### src/rtl/bin_to_seg7_digits.sv
// ---------------------------------------------------------------------------
// bin_to_seg7_digits
//
// Sequential binary-to-decimal converter (shift-add-3 / double dabble) that
// produces four active-low 7-segment patterns for the display multiplexer.
// seg0 is the ones digit and seg3 is the thousands digit. The previous
// result stays on seg0..seg3 until a new conversion completes.
//
// FSM: IDLE -> SHIFT (WIDTH cycles) -> LATCH -> IDLE.
//
// Handshake: start is a request that is looked at only in IDLE. The edge that
// sees start=1 in IDLE accepts the request and captures bin_in. After that,
// start and bin_in are ignored until the FSM is back in IDLE. Requests are not
// queued. done pulses for exactly one cycle, and seg0..seg3 already carry the
// new result during that cycle.
//
// Parameters:
//   WIDTH   bit width of bin_in, legal range 4..14 (one shift cycle per bit)
//
// Ports:
//   clk     clock
//   rst_n   asynchronous active-low reset
//   start   conversion request (sampled in IDLE only)
//   bin_in  unsigned value to convert, captured on the accepting edge
//   busy    high while the FSM is not in IDLE
//   done    one-cycle pulse when seg0..seg3 take the new result
//   seg0..3 digit patterns {g,f,e,d,c,b,a}, active-low (seg0 = ones)
//
// Build option:
//   LZ_BLANK_EN  when defined, leading zero digits are blanked, scanning from
//                seg3 downward. seg0 is always shown, and overflow dashes are
//                never blanked.
// ---------------------------------------------------------------------------
module bin_to_seg7_digits #(
    parameter int WIDTH = 14
) (
    input  logic             clk,
    input  logic             rst_n,
    input  logic             start,
    input  logic [WIDTH-1:0] bin_in,
    output logic             busy,
    output logic             done,
    output logic [6:0]       seg0,
    output logic [6:0]       seg1,
    output logic [6:0]       seg2,
    output logic [6:0]       seg3
);

    typedef enum logic [1:0] {
        IDLE  = 2'd0,
        SHIFT = 2'd1,
        LATCH = 2'd2
    } state_t;

    localparam logic [6:0] SEG_BLANK = 7'b1111111;
    localparam logic [6:0] SEG_DASH  = 7'b0111111;
    localparam logic [3:0] CNT_LAST  = 4'(WIDTH - 1);

    state_t           state_q;
    logic [WIDTH-1:0] shift_q;
    logic [15:0]      bcd_q;
    logic [3:0]       cnt_q;
    logic             ovf_q;
    logic             done_q;
    logic [6:0]       seg0_q, seg1_q, seg2_q, seg3_q;

    logic             ovf_in;
    logic [15:0]      bcd_adj;
    logic [15+WIDTH:0] shifted;
    logic [6:0]       seg0_d, seg1_d, seg2_d, seg3_d;

    function automatic logic [6:0] decode_digit(input logic [3:0] d);
        logic [6:0] p;
        case (d)
            4'd0:    p = 7'b1000000;
            4'd1:    p = 7'b1111001;
            4'd2:    p = 7'b0100100;
            4'd3:    p = 7'b0110000;
            4'd4:    p = 7'b0011001;
            4'd5:    p = 7'b0010010;
            4'd6:    p = 7'b0000010;
            4'd7:    p = 7'b1111000;
            4'd8:    p = 7'b0000000;
            4'd9:    p = 7'b0010000;
            default: p = SEG_DASH;
        endcase
        return p;
    endfunction

    // Values above 9999 cannot be shown in four digits.
    // This is only reachable when WIDTH is 14.
    assign ovf_in = (32'(bin_in) > 32'd9999);

    // Add 3 to each nibble that is 5 or more, then shift {bcd, bin} left by one.
    always_comb begin
        bcd_adj = bcd_q;
        for (int i = 0; i < 4; i++) begin
            if (bcd_q[4*i +: 4] >= 4'd5) begin
                bcd_adj[4*i +: 4] = bcd_q[4*i +: 4] + 4'd3;
            end
        end
        shifted = {bcd_adj, shift_q} << 1;
    end

    // Final digit patterns, computed from the finished BCD value during LATCH.
    always_comb begin
        seg0_d = decode_digit(bcd_q[3:0]);
        seg1_d = decode_digit(bcd_q[7:4]);
        seg2_d = decode_digit(bcd_q[11:8]);
        seg3_d = decode_digit(bcd_q[15:12]);
`ifdef LZ_BLANK_EN
        if (bcd_q[15:12] == 4'd0) begin
            seg3_d = SEG_BLANK;
        end
        if (bcd_q[15:8] == 8'd0) begin
            seg2_d = SEG_BLANK;
        end
        if (bcd_q[15:4] == 12'd0) begin
            seg1_d = SEG_BLANK;
        end
`endif
        if (ovf_q) begin
            seg0_d = SEG_DASH;
            seg1_d = SEG_DASH;
            seg2_d = SEG_DASH;
            seg3_d = SEG_DASH;
        end
    end

    always_ff @(posedge clk or negedge rst_n) begin
        if (!rst_n) begin
            state_q <= IDLE;
            shift_q <= '0;
            bcd_q   <= '0;
            cnt_q   <= '0;
            ovf_q   <= 1'b0;
            done_q  <= 1'b0;
            seg0_q  <= SEG_BLANK;
            seg1_q  <= SEG_BLANK;
            seg2_q  <= SEG_BLANK;
            seg3_q  <= SEG_BLANK;
        end else begin
            done_q <= 1'b0;
            case (state_q)
                IDLE: begin
                    if (start) begin
                        shift_q <= bin_in;
                        bcd_q   <= '0;
                        cnt_q   <= '0;
                        ovf_q   <= ovf_in;
                        state_q <= SHIFT;
                    end
                end
                SHIFT: begin
                    {bcd_q, shift_q} <= shifted;
                    cnt_q            <= cnt_q + 4'd1;
                    if (cnt_q == CNT_LAST) begin
                        state_q <= LATCH;
                    end
                end
                LATCH: begin
                    seg0_q  <= seg0_d;
                    seg1_q  <= seg1_d;
                    seg2_q  <= seg2_d;
                    seg3_q  <= seg3_d;
                    done_q  <= 1'b1;
                    state_q <= IDLE;
                end
                default: begin
                    state_q <= IDLE;
                end
            endcase
        end
    end

    assign busy = (state_q != IDLE);
    assign done = done_q;
    assign seg0 = seg0_q;
    assign seg1 = seg1_q;
    assign seg2 = seg2_q;
    assign seg3 = seg3_q;

endmodule
### config.mk
export PLATFORM = sky130hd
export DESIGN_NAME = bin_to_seg7_digits
export DESIGN_NICKNAME = d
export VERILOG_FILES = /design/src/rtl/bin_to_seg7_digits.sv
export SDC_FILE = /design/constraint.sdc
export NUM_CORES = 1
export LEC_CHECK = 0
export CELL_PAD_IN_SITES_DETAIL_PLACEMENT = 0
export CELL_PAD_IN_SITES_GLOBAL_PLACEMENT = 1
export CORE_MARGIN = 1.5
export CORE_UTILIZATION = 43
export DETAILED_ROUTE_END_ITERATION = 10
export GPL_ROUTABILITY_DRIVEN = 0
export GPL_TIMING_DRIVEN = 0
export PLACE_DENSITY = 0.89
export SETUP_SLACK_MARGIN = 0.2
export SLEW_MARGIN = 40
export SYNTH_ARGS = -nofsm -noshare
export SYNTH_HDL_FRONTEND = slang
export SYNTH_SLANG_ARGS = --single-unit
### constraint.sdc
create_clock -name clk -period 2.2 [get_ports clk]
set_clock_uncertainty 0.1 [all_clocks]
set_input_delay 0.44 -clock clk [delete_from_list [all_inputs] [get_ports clk]]
set_output_delay 0.44 -clock clk [all_outputs]
set_load 0.02 [all_outputs]
== After elaboration in Yosys (flattened, before gate mapping) ==
Memories as Yosys holds them, arrays and structs flattened.
Cells that the tools add are included.
W data, S select, Z words.
Operators by class
  add/subtract/negate cells: 5
  $lt $le $gt $ge: 5
  eq/ne operators: 5
  multiplexer cells: 18
  reduce and logical (&&, ||, !) cells: 6
Operators by type and width (number)
  $pmux W16 S2: 1
  $mux W7: 4
  $pmux W14 S2: 1
  $ge A4 B3 Y1 const B: 4
  $mux W16: 1
  $mux W4: 4
  $gt A14 B14 Y1 const B: 1
  $mux W14: 1
  $add A4 B2 Y4 const B: 3
  $pmux W4 S2: 1
  $reduce_and A2 Y1: 3
  $add A4 B1 Y4 const B: 1
  $eq A4 B4 Y1 const B: 1
  $mux W2: 2
  $ne A2 B2 Y1 const B: 2
  $pmux W2 S2: 1
  $reduce_bool A2 Y1: 2
  $add A3 B2 Y3 const B: 1
  $mux W3: 1
  $eq A2 B1 Y1 const B: 1
  $eq A2 B2 Y1 const B: 1
  $logic_not A2 Y1: 1
  $mux W1: 1
Storage, ports and cells
  register bits: 66
  ROM bits: 448
  input port bits: 17
  output and inout bits: 30
  logic and storage cells: 53
  memories: 4
Memory list
  (name not given): depth 16, width 7, rd ports 1, clocked after memory_dff 0, write ports 0, line 74  | case (d)
  (name not given): depth 16, width 7, rd ports 1, clocked after memory_dff 0, write ports 0, line 74
  (name not given): depth 16, width 7, rd ports 1, clocked after memory_dff 0, write ports 0, line 74
  (name not given): depth 16, width 7, rd ports 1, clocked after memory_dff 0, write ports 0, line 74

== Logic depth before layout (Yosys ltp) ==
Gate-level depths: netlist of the first run.
  depth in word-level cells: 3
  depth in mapped cells: 7
  gate-level depth less buffers: 6

== Worst setup path before layout of the first run ==
OpenSTA, ideal clock, no wires.
  path kind: reg-to-reg
  start point: register bcd_q[1]
  end point: register bcd_q[2]
  library setup time: 138 ps
  data arrival time: 1356 ps
  required time: 1962 ps
  slack: 605 ps
  cell stages (with the launch flop): 7
  period minus slack after synthesis: 1595 ps
  path through: dfrtp_1 > inv_1 > ha_1 > nand2b_1 > a21oi_1 > mux2i_1 > o22ai_1
On the way
  longest elaborated chain between the ends: 3
  elaborated cells on any way between the ends: 4
  classes of those cells: add/sub (1); order compare (1); mux (2)
Ends and longest elaborated chain
  start: declaration: line 61  | logic [15:0] bcd_q;
  start signal: assignment: line 155  | {bcd_q, shift_q} <= shifted;
  $add A4 B2 Y4 or $ge A4 B3 Y1 (tied branches): line 99, 98
  $mux W4 (*): line 98  | if (bcd_q[4*i +: 4] >= 4'd5) begin
  $pmux W16 S2 (*): line 144  | case (state_q)
Mark *: on every way between the ends. The rest lies on a longest branch, timed or not.
A chain may end at the register's enable or synchronous reset.

== Worst setup path in the final report of the first run ==
  start point: register bcd_q[8]
  end point: register bcd_q[10]
The elaborated chain is that of the path after synthesis.

==> impl_metrics.ini, run 1 <==
[logic_synthesis]
postSynthAreaPerCell_sq_um = 9.64
async_flop_share_pct = 100
ys.flop_type = dfrtp_1
synth_mux_area_share_pct = 2.26
synth_edf_count = 0
synth_simple_gate_area_share_pct = 15.4
yosysSeqAreaShare_pct = 47.6
syn_nets = 411
synth_fa_ha_area_share_pct = 9.17
synth_top_family_by_area = compound AO/OA/AOI/OAI gates
synth_seq_cells = 66
synth.distinct_cells = 44
ys_warn_count = 0
synth_compound_area_share_pct = 19.1
syn-instance-count = 368
synthXorXnorAreaFrac_pct = 1.24
syn_area_sq_mm = 0.00355

[routing]
drc = 0
wl_per_cell_um = 14.1
vias_per_cell = 5.30
dr.first_iter.drc_count = 129
postRouteAntennaNets = 0
routed_wl_mm = 7.52
via_count = 2830
dr.pass1.iters = 4

[power]
leakage_nw = 1.96
peakVddDrop_v = 0.000568
combPwrFrac_pct = 51.7
power_density_mw_per_mm2 = 1550
swShare_pct = 42.3
pwr-share-seq_pct = 34.4
internal_power_w = 0.00386
p_switching_w = 0.00283
p_clk_share_pct = 14.0
power.total_w = 0.00669

[timing]
setup_viol = 0
slew_headroom_pct = 51.8
grt_setup_unrepaired = false
finalMaxSlewViolations = 0
period_share_pct = 84.1
tns_ns = 0
finalCriticalPeriod_ns = 1.85
hold_viol = 0
clock.fmax_mhz = 540
worst_pin_slew_ns = 0.722

[clock_tree]
root_buffer = clkbuf_8
path_clk_slew_ns = 0.07
clkSinkCount = 66
clk_path_buf_depth = 2
htreeDepth = 3
clock_latency_ns = 0.34
cts_tree = done
numCtsBuffers = 9

[die]
ios = 47
row_count = 32
die_w_um = 93.8
dieArea_sq_mm = 0.00880
die_h_um = 93.8
start_util_pct = 45.2
fp.coreArea_sq_mm = 0.00785

[global_route]
grt_pass1_vias = 2778
grt_pass1_wl_mm = 13.2
grt_max_degree = 40
grt_antenna_before_repair = 0
track_usage_pct = 19.2
grt_overflow = 0

[worst_setup_path]
r2r_start = bcd_q[8]
crit_fanout = 5
rrSetupSlack_ns = 0.35
crit_path_start_kind = register
critPathRequiredTime_ns = 2.30
endpoint_kind = register
criticalPathCategory = reg -> reg
critical-path-top-delay-family = flip-flops
crit_chain = inv_1 > ha_1 > nor2b_1 > o21ba_2 > mux2i_1 > o22ai_1
rr_endpoint = bcd_q[10]
crit_path_max_incr_delay_ns = 0.43
reg2reg_depth = 6
cp_num_buf_inv = 1
cpMaxStageDelayCell = dfrtp_1
worst_ep_arrival_time_ns = 1.95

[cells_and_area]
area_growth_pct = 21.4
final_cells = 534
final_cell_mix = nor2_1 (60), dfrtp_1 (37), dlygate4sd2_1 (28), dfstp_2 (28)
finalInstanceArea_sq_mm = 0.00431
final_common_cell = nor2_1
drive_above_1_share_pct = 16.0
nets = 470
n_antenna_cell = 0

[job]
maxCapViolCount = 0

[placed_design]
io_buffer_count = 46
postPlaceCellArea_sq_mm = 0.00415
post-place-cells = 517
place_hpwl_mm = 5.46

[run_status]
status = completed

[min_path]
min_to = seg0[6]
hold_path.class = reg -> reg
hold_path_depth = 2
holdCritStartpoint = seg0[6]
layout make-up:
cell class,instances,area [sq um]
clock inverter,2,10.0
fill,728,3540
sequential,66,1690
inverter,21,78.8
multi-input combinational,260,1670
timing repair buffer,48,448
buffer,21,109
tap,102,128
clock buffer,14,173
power by group through the flow:
stage	clock network [W]	registers [W]	logic (W)
floorplan	0	0.00250	0.00235
global placement	0	0.00231	0.00350
detailed placement	0	0.00233	0.00360
CTS	0.000958	0.00230	0.00348
global route	0.00102	0.00238	0.00388
finish	0.000934	0.00230	0.00345
cell families after synthesis:
group / after synthesis
DFF: 66
and+or+nand+nor: 116
xor gates and xnor gates: 5
adders and majority gates: 26
buffers and inverters: 42
AOI/OAI and AO/OA: 105
muxes: 8
layer usage:
metal	up-vias	share of wire, %	wire length [um]	global-route usage [%]
met3	4	4.1	311	5.42
met5	-	0	0	0
met1	1371	46	3470	25.2
met4	0	0.52	39	4.73
met2	54	49	3700	31.2
li1	1401	-	-	-
Yosys cell counts, types with 2 or more instances:
| cell type | number | area [sq um] |
|---|---|---|
| inv_1 | 20 | 75.1 |
| nor3b_1 | 3 | 22.5 |
| o21ba_2 | 2 | 20.0 |
| buf_2 | 9 | 45.0 |
| nand2_1 | 23 | 86.3 |
| ha_1 | 26 | 325 |
| buf_1 | 2 | 7.51 |
| dfrtp_1 | 38 | 951 |
| o22ai_1 | 20 | 125 |
| a31oi_1 | 5 | 31.3 |
| nand2_2 | 2 | 12.5 |
| a211oi_1 | 4 | 30.0 |
| nand2_4 | 3 | 33.8 |
| o21ai_1 | 7 | 35.0 |
| o21bai_1 | 3 | 22.5 |
| clkbuf_1 | 7 | 26.3 |
| a22o_1 | 2 | 17.5 |
| o41ai_1 | 4 | 35.0 |
| o22a_1 | 13 | 114 |
| o21ai_0 | 12 | 60.1 |
| xnor2_1 | 4 | 35.0 |
| a21oi_1 | 26 | 130 |
| buf_6 | 2 | 22.5 |
| a22oi_1 | 3 | 22.5 |
| nor2_1 | 60 | 225 |
| nor3_1 | 2 | 10.0 |
| mux2i_1 | 8 | 80.1 |
| nor2b_1 | 6 | 37.5 |
| dfstp_2 | 28 | 736 |
| nand3_1 | 7 | 35.0 |
| nand2b_1 | 4 | 25.0 |
worst max-delay path by stage:
stage	start	cells past startpoint	to	slack, ns
detailed placement	start	6	shift_q[8]	0.08
CTS	state_q[0]	3	busy	0.18
floorplan	bcd_q[1]	6	bcd_q[2]	0.61
global placement	rst_n	1	shift_q[8]	-1.57
finish	bcd_q[8]	6	bcd_q[10]	0.35
global route	bcd_q[1]	6	bcd_q[2]	0.22
worst reg2reg max path, stage by stage, from the launching register on:
cell,delay (ns)
dfrtp_1,0.43
inv_1,0.18
ha_1,0.23
nor2b_1,0.28
o21ba_2,0.20
mux2i_1,0.20
o22ai_1,0.10
what timing repair did:
action	in CTS	in global routing
gates resized for setup	29	3
endpoints found under the setup margin	29	1
endpoints found under the hold margin	2	0
pin swaps	0	0
buffers inserted	0	0
hold buffers	1	0
per-stage QoR:
stage	setup WS (ns)	hold WS, ns	util (%)
after floorplan	0.605	0.0444	-
after global placement	-1.57	0.364	52.7
after CTS	0.179	0.383	54.9
after global routing	0.216	0.399	54.9
after detailed placement	0.0813	0.289	52.9
final	0.349	0.377	54.9
registers in the layout, summed over array words and instances, names as in the netlist:
| register | count |
|---|---|
| cnt_q | 4 |
| seg1 | 7 |
| seg3 | 7 |
| done | 1 |
| seg0 | 7 |
| ovf_q | 1 |
| shift_q | 14 |
| seg2 | 7 |
| state_q | 2 |
| bcd_q | 16 |
Note: power is estimated with default switching activity, not from simulation.
==> run 2: changes to the inputs <==
clock period = 1.9 ns   (was 2.2 ns; I/O delays follow)
==> impl_metrics.ini, run 2 (synthesized netlist as in run 1, its figures left out) <==
[die]
start_util_pct = 45.2
die_w_um = 93.8
die_h_um = 93.8
dieArea_sq_mm = 0.00880
ios = 47
row_count = 32
fp.coreArea_sq_mm = 0.00785

[power]
power_density_mw_per_mm2 = 1800
power.total_w = 0.00820
peakVddDrop_v = 0.000673
leakage_nw = 1.98

[cells_and_area]
final_cell_mix = nor2_1 (59), dfrtp_1 (33), dfstp_2 (28)
drive_above_1_share_pct = 24.6
biggestRegsByFlops = bcd_q: 16 flops, shift_q: 14 flops
nets = 486
final_cells = 550
largest_reg_flops = 16
area_growth_pct = 28.1
finalInstanceArea_sq_mm = 0.00454
top_register = bcd_q
fill_cells = 698
final_common_cell = nor2_1
n_antenna_cell = 0

[clock_tree]
clkSinkCount = 66
root_buffer = clkbuf_8
clock_latency_ns = 0.33
clk_path_buf_depth = 2
path_clk_slew_ns = 0.07
cts_tree = done
numCtsBuffers = 9
htreeDepth = 3

[routing]
routed_wl_mm = 7.82
via_count = 2897
vias_per_cell = 5.27
wl_per_cell_um = 14.2
dr.first_iter.drc_count = 138
postRouteAntennaNets = 0
drc = 0
dr.pass1.iters = 4

[timing]
slew_headroom_pct = 63.6
whs_ns = 0.377
setup_viol = 0
hold_viol = 0
worst_pin_slew_ns = 0.545
period_share_pct = 87.5
finalCriticalPeriod_ns = 1.66
setup_slack_ns = 0.238
grt_setup_unrepaired = true
clock.fmax_mhz = 602
finalMaxSlewViolations = 0

[worst_setup_path]
crit_path_start_kind = register
crit_path_max_incr_delay_ns = 0.37
cpMaxStageDelayCell = dfrtp_1
criticalPathCategory = reg -> out
endpoint_kind = output port
crit_top_cell = buf_6
crit_chain = buf_6 > or2_4 > buf_6
critical-path-top-delay-family = flip-flops
worst_ep_arrival_time_ns = 1.18
critPathRequiredTime_ns = 1.42
cp_num_buf_inv = 2
crit_fanout = 8

[placed_design]
io_buffer_count = 46
place_hpwl_mm = 5.46
post-place-ws_ns = -0.159
post-place-cells = 517
postPlaceCellArea_sq_mm = 0.00415

[global_route]
track_usage_pct = 19.5
grt_max_degree = 40
grt_pass1_wl_mm = 13.4
grt_overflow = 0
grt_antenna_before_repair = 0
grt_pass1_vias = 2814

[min_path]
hold_path.class = in -> reg

[job]
maxCapViolCount = 0

[run_status]
status = completed
## run 2: timing repair
action                                 4_1_cts  5_1_grt
endpoints found under the hold margin        2        0
hold buffers                                 1        0
pin swaps                                    0        3
resized for setup                           49       53
setup buffers                                6       10
setup endpoints to repair                   48       57
## run 2: worst paths after layout
check | to | slack [ns] | start | cells past startpoint
max | busy | 0.24 | state_q[0] | 3
min | shift_q[0] | 0.38 | start | 3
max reg2reg | bcd_q[11] | 0.27 | bcd_q[9] | 6
min reg2reg | seg0[6] | 0.38 | seg0[6] | 2
max in group asynchronous | seg0[6] | 0.71 | rst_n | 3
min in group asynchronous | bcd_q[7] | 0.41 | rst_n | 2
## run 2: worst min-delay path, delay by kind of cell
kind                   cells  cell delay [ns]
buffers and inverters      1             0.14
AOI/OAI and AO/OA          2             0.25
## run 2: report_power, final
| group | internal, W | total, W | switching (W) |
|---|---|---|---|
| logic | 0.00202 | 0.00444 | 0.00243 |
| registers | 0.00221 | 0.00268 | 0.000469 |
| clock network | 0.000578 | 0.00108 | 0.000498 |
| total | 0.00480 | 0.00820 | 0.00340 |
## run 2: area by class of cell
type,count,area (sq um),area share (%)
buffer,21,126,2.78
clock buffer,14,173,3.80
clock inverter,2,10.0,0.220
inverter,21,78.8,1.74
multi-input combinational,260,1720,37.9
sequential,66,1690,37.3
tap,102,128,2.81
timing repair buffer,64,613,13.5
## run 2: metrics by stage
step                TNS (ns)  util [%]
floorplan                  0         -
CTS                        0      55.9
global route               0      57.9
global placement     -101.59      52.7
finish                     0      57.9
detailed placement     -3.08      52.9
## run 2: per-layer routing
metal | track usage, % | vias to the layer above | part of all wire (%)
met1 | 25.3 | 1390 | 45
met2 | 32.2 | 67 | 50
met3 | 5.42 | 2 | 4.3
li1 | - | 1438 | -
met5 | 0 | - | 0
met4 | 4.73 | 0 | 0.36
